$ cat src/rtl/io_controller.sv
// Console I/O sequencer: serves IN/OUT instructions for the multicycle control unit,
// stalling it until the user confirms an input with the enter button.
module io_controller #(
   parameter int SW_W    = 16,
   parameter int TIMEOUT = 0
) (
   input  logic            clk,
   input  logic            reset,
   input  logic            in_req,
   input  logic            out_req,
   input  logic [31:0]     out_data,
   input  logic [SW_W-1:0] switch,
   input  logic            enter,
   output logic [31:0]     in_data,
   output logic            in_ack,
   output logic            in_timeout,
   output logic            out_ack,
   output logic [31:0]     display_value,
   output logic            display_valid,
   output logic            stall,
   output logic [7:0]      in_count,
   output logic [2:0]      fsm_state
);

   typedef enum logic [2:0] {
      IDLE    = 3'd0,
      ARM     = 3'd1,
      PRESS   = 3'd2,
      IN_ACK  = 3'd3,
      OUT_ACK = 3'd4
   } state_t;

   localparam bit          TO_EN = (TIMEOUT > 0);
   localparam logic [31:0] LIMIT = 32'(TIMEOUT);

   state_t      state, state_nxt;
   logic [31:0] wait_cnt;
   logic        timeout_flag;
   logic        timed_out;
   logic        cap_sw, cap_zero, cap_out, arm_entry;

   always_ff @(posedge clk) begin
      if (reset) state <= IDLE;
      else       state <= state_nxt;
   end

   always_comb begin
      state_nxt = state;
      cap_sw    = 1'b0;
      cap_zero  = 1'b0;
      cap_out   = 1'b0;
      arm_entry = 1'b0;
      timed_out = TO_EN && (wait_cnt >= LIMIT);
      case (state)
         IDLE: begin
            // out_req wins a tie; a held in_req is picked up on the return to IDLE
            if (out_req) begin
               state_nxt = OUT_ACK;
               cap_out   = 1'b1;
            end else if (in_req) begin
               state_nxt = ARM;
               arm_entry = 1'b1;
            end
         end
         ARM:     if (!enter) state_nxt = PRESS;
         PRESS: begin
            if (enter) begin
               state_nxt = IN_ACK;
               cap_sw    = 1'b1;
            end else if (timed_out) begin
               state_nxt = IN_ACK;
               cap_zero  = 1'b1;
            end
         end
         IN_ACK:  state_nxt = IDLE;
         OUT_ACK: state_nxt = IDLE;
         default: state_nxt = IDLE;
      endcase
   end

   always_comb begin
      in_ack     = (state == IN_ACK);
      in_timeout = (state == IN_ACK) && timeout_flag;
      out_ack    = (state == OUT_ACK);
      stall      = (state == ARM) || (state == PRESS) ||
                   ((state == IDLE) && in_req && !out_req);
      fsm_state  = state;
   end

   always_ff @(posedge clk) begin
      if (reset) begin
         wait_cnt      <= '0;
         timeout_flag  <= 1'b0;
         in_data       <= '0;
         in_count      <= '0;
         display_value <= '0;
         display_valid <= 1'b0;
      end else begin
         // Saturating, so a button held in ARM past the limit cannot wrap the count
         if (arm_entry)
            wait_cnt <= '0;
         else if (((state == ARM) || (state == PRESS)) && (wait_cnt != '1))
            wait_cnt <= wait_cnt + 32'd1;

         if (cap_sw) begin
            in_data      <= 32'(switch);
            timeout_flag <= 1'b0;
            in_count     <= in_count + 8'd1;
         end else if (cap_zero) begin
            in_data      <= '0;
            timeout_flag <= 1'b1;
            in_count     <= in_count + 8'd1;
         end

         if (cap_out) begin
            display_value <= out_data;
            display_valid <= 1'b1;
         end
      end
   end

endmodule

$ cat config.mk
export PLATFORM = sky130hd
export DESIGN_NAME = io_controller
export DESIGN_NICKNAME = d
export VERILOG_FILES = /design/src/rtl/io_controller.sv
export SDC_FILE = /design/constraint.sdc
export NUM_CORES = 1
export LEC_CHECK = 0
export ABC_AREA = 1
export CAP_MARGIN = 40
export CORE_UTILIZATION = 40
export CTS_BUF_LIST = sky130_fd_sc_hd__clkbuf_4 sky130_fd_sc_hd__clkbuf_8
export CTS_CLUSTER_SIZE = 25
export DETAILED_ROUTE_END_ITERATION = 8
export GPL_TIMING_DRIVEN = 1
export PLACE_DENSITY = 0.91
export SYNTH_ARGS = -nofsm -noshare
export SYNTH_HDL_FRONTEND = slang
export SYNTH_SLANG_ARGS = --single-unit
$ cat constraint.sdc
create_clock -name clk -period 1.43 [get_ports clk]
set_input_delay 0.286 -clock clk [delete_from_list [all_inputs] [get_ports clk]]
set_output_delay 0.286 -clock clk [all_outputs]
set_load 0.02 [all_outputs]
==> run metrics <==
clock skew=5.32 ps; most frequent CP cell=nand2_2; drt initial violations=72; Port Buffers=115; PnR worst setup slack=-75.0 ps; Syn Std Cell Area=2530 µm²; clock slew at reported path FFs=60 ps; drt wl/cell=11.8 µm; Hold Buf Count CTS=0; vias in the first global route=2252; clock sinks=60; Max Fanout on Critical Path=5; Final Critical Period=1510 ps; LEAKAGE=0.00188 µW; VDD IR max=0.000818 V; Inst Count DP=519; half-perimeter wire length after placement=4610 µm; syn avg cell area=7.82 µm²; GRT Residual Overflow=0; CP endpoint kind=output pin; final layout net count=511; H-tree depth=3; worst path cell trace=nor2_4, nand2_2, nand2_2, inv_2, o21ai_2, buf_6; asr flop ratio synth=0%; commonest non-fill, non-tap cells in the layout=dfxtp_1, dlygate4sd2_1, clkdlybuf4s50_1, nor2_1, inv_1; row count=28; DRT Wirelength=6320 µm; hold_sp=display_value[5]; final core occ=66.0%; full die area=6660 µm²; core area=6030 µm²; Hold WS=438 ps; Post-route DRC=0; Clock Path Buffers=2; mux contribution to synthesized area=0%; Power Dens Cells=1440 nW/µm²; f_max=664 MHz; Final Max Tran Viols=0; vias per std cell=4.60; die height=81.6 µm; Gate Count Post-Synth=324; Seq cells post-synth=60; Distinct cells, synth=28; via count=2465; Worst EP arrival=1220 ps; clk_lat worst skew=330 ps; Compound-Gate Fraction of Synth Area=17.8%; Synth Area in Adders=0.494%; Final period util=105%; # IOs=133; CP startpoint kind=register; Reg2Reg Depth=7; Post-Synth XOR/XNOR Area=0.691%; WS Path Type=register to output pin; unrepaired setup endpoints after global routing=true; post-route ant nets=0; area delta synth->final=56.9%; WHS Endpoint=display_value[5]; CP required=1140 ps; slowest CP cell=dfxtp_4; ant diodes=0; final cell count without fillers=536; final setup fails=2; number of synthesized flops with an enable pin=0; largest family of logic cells by synthesized area=compound AO/OA/AOI/OAI gates; failing checks=negative setup slack; fill count=507; R2R Setup Slk=40 ps; Multi-input gate area=991 µm²; Hold Path Stages=2; synth warn=0; largest net degree at the start of global routing=57; initial antenna violation count=0; gpl congestion=0.786; Num CTS Buffers=9; Die X=81.6 µm; reg2reg end=display_value[9]; FF/Latch Area=1210 µm²; Most used DFF post-synth=dfxtp_1; Simple-Gate Fraction of Synth Area=16.2%; Max Cap Viol=0; worst hold path type=register to register; GRT Overall Usage=19.4%; sequential fraction of the synthesis area=47.4%; first-pass GRT wire length=9740 µm; layout cells sized above 1=14.1%; CTS Root Cell=clkbuf_8; final hold violations=0; Initial Utilization=42.1%; slowest stage delay, CP=380 ps; DRT Pass-1 Iters=4; TritonCTS clock tree=built; r2r startpoint=fsm_state[1]; run status=complete, but fails checks
report_power, final:
group | leakage, µW | total [µW] | internal [µW] | switching [µW]
Combinational | 0.00129 | 2130 | 917 | 1220
Clock | 0.0000979 | 1460 | 832 | 628
Sequential | 0.000494 | 2150 | 1980 | 172
routing by layer:
| metal | vias up | part of all wire (%) | GRT usage (%) |
|---|---|---|---|
| li1 | 1260 | - | - |
| met1 | 1073 | 40 | 20.0 |
| met2 | 117 | 48 | 34.6 |
| met3 | 15 | 9.4 | 7.00 |
| met4 | 0 | 2.3 | 9.65 |
| met5 | - | 0 | 0 |
cell usage after synthesis, drive strengths merged (2+ instances only):
cell type	number	area share [%]
dfxtp	60	47
o21ai	51	10
inv	49	7.3
nor2	49	8.3
a21oi	37	7.3
buf	28	9.1
nand2	24	3.6
nand3	12	3.6
clkbuf	5	0.84
nor3	3	0.59
xor2	2	0.69
cell families after synthesis:
family | count (synthesis)
simple gates | 89
flops | 60
buf+inv | 82
compound gates | 89
other cells | 1
xor+xnor | 2
fa+ha+maj | 1
critical path, delay by kind of cell (launching register included):
family	cells	cell delay (ps)
flops	1	380
simple gates	3	290
buf+inv	2	170
compound gates	1	50
what timing repair did:
action                     CTS  global route
pin swaps                    2             2
gates resized for setup     94            27
buffers inserted             0             2
setup endpoints to repair   63             6
sequential cells by signal (all words and copies together) (netlist names):
name and cells:
fsm_state 3, in_count 8, display_valid 1, display_value 32, in_data 16
metrics by stage:
stage / setup slack [ps] / power (µW) / TNS [ps] / instance area [µm²]
finish: -75.0 / 5740 / -94.4 / 3980
detailed placement: -447 / 4410 / -5270 / 3800
global route: -142 / 6080 / -289 / 3980
floorplan: -29.3 / 3410 / -48.0 / 2590
global placement: -431 / 4320 / -3700 / 3800
CTS: -151 / 5720 / -179 / 3960
area by class of cell:
| cell class | instances | area share (%) |
|---|---|---|
| Multi-Input combinational cell | 198 | 24.9 |
| Clock inverter | 5 | 1.32 |
| Timing Repair Buffer | 139 | 32.9 |
| Tap cell | 75 | 2.36 |
| Sequential cell | 60 | 30.4 |
| Inverter | 49 | 4.62 |
| Clock buffer | 10 | 3.46 |
how the worst max path moves through the flow:
stage / start / endpoint / cells after the start
final: fsm_state[1] / stall / 6
after global routing: fsm_state[1] / stall / 6
after CTS: fsm_state[1] / stall / 6
after detailed placement: in_req / stall / 4
after global placement: in_req / stall / 4
after floorplan: fsm_state[1] / in_ack / 2
Note: power is estimated with default switching activity, not from simulation.
